--- config.mk ---
export PLATFORM = sky130hd
export DESIGN_NAME = req_encoder
export DESIGN_NICKNAME = d
export VERILOG_FILES = /design/src/rtl/req_encoder.sv
export SDC_FILE = /design/constraint.sdc
export NUM_CORES = 1
export LEC_CHECK = 0
export CELL_PAD_IN_SITES_DETAIL_PLACEMENT = 1
export CELL_PAD_IN_SITES_GLOBAL_PLACEMENT = 2
export CORE_MARGIN = 4
export CORE_UTILIZATION = 30
export CTS_CLUSTER_DIAMETER = 30
export DETAILED_ROUTE_END_ITERATION = 8
export PLACE_DENSITY_LB_ADDON = 0.08
export SLEW_MARGIN = 20
export SYNTH_ARGS = -nofsm -noshare
export SYNTH_HDL_FRONTEND = slang
export SYNTH_SLANG_ARGS = --single-unit
--- constraint.sdc ---
create_clock -name clk -period 3.34 [get_ports clk]
set_clock_uncertainty 0.2 [all_clocks]
set_input_delay 0.334 -clock clk [delete_from_list [all_inputs] [get_ports clk]]
set_output_delay 0.334 -clock clk [all_outputs]
set_load 0.02 [all_outputs]
--- src/rtl/req_encoder.sv ---
// req_encoder: captures request pulses into a pending set and presents the
// lowest-numbered pending index, one at a time, under a valid/ack handshake.
module req_encoder #(
    parameter int N = 3
) (
    input  logic              clk,
    input  logic              reset_n,
    input  logic              enable,
    input  logic [2**N-1:0]   req,
    input  logic              clr,
    input  logic              ack,
    output logic [N-1:0]      out_idx,
    output logic              out_valid,
    output logic              overflow
);
    localparam int W = 2**N;
    typedef enum logic {IDLE, PRESENT} state_t;
    state_t         state;
    logic [W-1:0]   pending;
    logic [W-1:0]   clear_mask;
    logic [W-1:0]   set_mask;
    logic [W-1:0]   kept;
    logic [N-1:0]   win;
    logic           merge;
    always_comb begin
        win = '0;
        for (int i = W - 1; i >= 0; i--)
            if (pending[i]) win = N'(i);
    end
    // The acked bit is cleared before new requests are ORed in, so a
    // same-edge re-request survives and is not counted as a merge.
    always_comb begin
        clear_mask = (state == PRESENT && ack) ? ({{(W-1){1'b0}}, 1'b1} << out_idx) : '0;
        set_mask   = enable ? req : '0;
        kept       = pending & ~clear_mask;
        merge      = |(set_mask & kept);
    end
    always_ff @(posedge clk or negedge reset_n) begin
        if (!reset_n) begin
            state     <= IDLE;
            pending   <= '0;
            out_idx   <= '0;
            out_valid <= 1'b0;
            overflow  <= 1'b0;
        end else if (clr) begin
            state     <= IDLE;
            pending   <= '0;
            out_valid <= 1'b0;
            overflow  <= 1'b0;
        end else begin
            pending <= kept | set_mask;
            if (merge) overflow <= 1'b1;
            if (state == IDLE) begin
                if (enable && |pending) begin
                    state     <= PRESENT;
                    out_idx   <= win;
                    out_valid <= 1'b1;
                end
            end else if (ack) begin
                state     <= IDLE;
                out_valid <= 1'b0;
            end
        end
    end
endmodule

==> out/qor.yml <==
outcome: "finished, final reports clean"
grt_pass1_wl_mm: 3.49
fin_ws_ps: 1410
dr.pass1.iters: 4
grt.total_usage: 0.139
vias: 685
dieArea_mm2: 0.00331
vias_per_cell: 5.39
rr_worst_depth: 5
syn-num-nets: 94
synth_area_per_cell_um2: 9.08
rrSetupSlack_ps: 1520
yosys.area.top_type: "dfrtp_1"
dpl.hpwl_mm: 1.54
synth.area.top_cells: "dfrtp_1 48%, a22oi_1 7.1%, nor2_1 5.1%, a21oi_1 4.8%, nand3_1 4.8%"
dp_slack_ps: 1060
clkTransAtPathRegs_ps: 90
max_freq_ghz: 0.518
drc_errors: 0
insertion_delay_ps: 280
cts_tree: "done"
timing.final.crit_share: 0.578
worst_slew_pin_slew_ps: 668
n_antenna_cell: 0
wl_per_cell_um: 16.2
cts_buffers: 3
fin_tns_setup_ps: 0
cts_sinks: 14
hp-class: "in2async"
synth_seq_cells: 14
synth_area_um2: 736
coreArea_mm2: 0.00228
final_util: 0.421
intPower_w: 0.000317
die_w_um: 57.5
path_class: "in2reg"
drive_above_1_share: 0.0505
place.gp.congestion: 0.752
drv_cap: 0
postRouteAntennaNets: 0
start_util: 0.323
ys_seq_area_frac: 0.476
rows: 17
io_pins: 18
power_frac_seq: 0.469
critPathMaxFanout: 11
cp.arrival_ps: 1910
cp-startpoint: "enable"
p_clk_frac: 0.270
htreeDepth: 1
die_h_um: 57.5
crit_path_start_kind: "input pin"
initialDrtViolationCount: 9
worst-path-buf-inv: 1
syn2layout_area_growth_pct: 30.3
grt_max_degree: 15
overflow: 0
cts_hold_buf: 0
cp_slowest_stage_delay_ps: 710
rsz0062_at_grt: "no"
cts-root-buf: "clkbuf_4"
crit_path_cell_trace: "clkdlybuf4s50_1 > nor3b_1 > nand2_2 > o41ai_1"
crit_family: "buffers and inverters"
power.net_switching_w: 0.000149
grt_pass1_vias: 733
p_leak_nw: 0.392
layout_min_cycle_time_ps: 1930
sw_frac_of_total: 0.319
yosys_warnings: 0
finalSetupViolCount: 0
r2r_end: "out_idx[0]$_DFFE_PN0P_"
vdd_drop_max_uv: 221
syn_inst: 81
nNetsFinal: 113
wl_mm: 2.05
cts.path.max_buffers: 2
numPortBuffers: 17
drv_slew: 0
ctsResizeCount: 0
post_cts_buffers: 0
p_comb_frac: 0.261
slew_headroom: 0.554
yosys.area.top_type_share: 0.476
hold_violations: 0
n_fill_cell: 270
power.density_mw_per_mm2: 486
worstSetupEndpointType: "flop"
synthDistinctLibCells: 27
cp_data_required_time_ps: 3320
cp_slowest_cell: "clkdlybuf4s50_1"
r2r-start: "pending[1]$_DFF_PN0_"
antenna_found_initial: 0
-- how the worst max path moves through the flow --
stage,to,cells past startpoint
floorplan,out_idx[1]$_DFFE_PN0P_,5
global placement,out_idx[0]$_DFFE_PN0P_,4
detailed placement,out_idx[1]$_DFFE_PN0P_,4
CTS,out_idx[1]$_DFFE_PN0P_,4
global route,out_idx[1]$_DFFE_PN0P_,4
finish,out_idx[1]$_DFFE_PN0P_,4
-- per-stage QoR --
stage	hold WS, ps	instances	area [µm²]	total power [W]
after floorplan	-162	81	736	0.000283
after global placement	311	123	922	0.000345
after detailed placement	309	123	922	0.000346
after CTS	268	127	958	0.000474
after global routing	307	127	958	0.000499
final	249	127	958	0.000466
-- sequential cells by signal, summed over array words and instances, names as in the netlist --
name	cells
out_idx	3
pending	8
state	1
overflow	1
out_valid	1
-- cell usage in the layout (no fill, tap or decap), types with 2 or more instances in the layout --
master / Yosys / routed
a21oi_1: 7 / 7
a22oi_1: 7 / 7
a31oi_1: 2 / 2
and3_1: 2 / 2
clkbuf_4: 0 / 3
clkdlybuf4s50_1: 0 / 17
dfrtp_1: 14 / 14
inv_1: 2 / 2
nand2_1: 6 / 6
nand3_1: 7 / 7
nand3b_1: 2 / 2
nor2_1: 10 / 10
nor2b_1: 2 / 2
nor3_1: 2 / 2
nor3b_1: 2 / 2
or4_1: 2 / 2
-- final cells by class --
class                   instances  area (µm²)  share of cell area
flip-flops and latches         14         350               0.366
clock buffers                   4        36.3              0.0379
inverters                       2        7.51             0.00783
repair buffers                 17         170               0.178
well taps                      28        35.0              0.0366
multi-input cells              62         359               0.375
-- synth_stat cells --
library cell / number
nand2b_1: 1
nand4_1: 1
nor2b_1: 2
o31ai_1: 1
nand3b_1: 2
nor3b_1: 2
and3_1: 2
a311oi_1: 1
a22oi_1: 7
clkbuf_1: 2
dfrtp_1: 14
nand2_2: 1
inv_1: 2
nor2_1: 10
and3b_1: 1
o21bai_1: 1
o41ai_1: 1
or4_1: 2
a21oi_1: 7
and4_1: 1
a31oi_1: 2
a32oi_1: 1
nand3_1: 7
nor3_1: 2
or2_1: 1
nand2_1: 6
buf_6: 1
-- worst register-to-register path, stage by stage, from the launching register on --
cell and delay [ps]:
dfrtp_1 460, or4_1 540, or2_1 270, nand2_2 100
nand2_1 60, o31ai_1 80
-- power groups by stage --
stage	Combinational, W	Sequential [W]	Clock [W]
6_report	0.000122	0.000218	0.000126
2_1_floorplan	0.0000545	0.000229	0
3_5_place_dp	0.000124	0.000222	0
3_3_place_gp	0.000124	0.000221	0
4_1_cts	0.000124	0.000219	0.000131
5_1_grt	0.000136	0.000224	0.000139
-- cells by family after synthesis --
group	synth area share
AOI/OAI and AO/OA	0.192
buffers and inverters	0.0357
and+or+nand+nor	0.296
DFF	0.476
-- metal layers --
layer | routed length [µm] | GRT usage
met5 | 0 | 0
met1 | 1010 | 0.189
met3 | 95 | 0.0271
met2 | 903 | 0.208
met4 | 48 | 0.0695
Power figures use the tool's default switching activity.
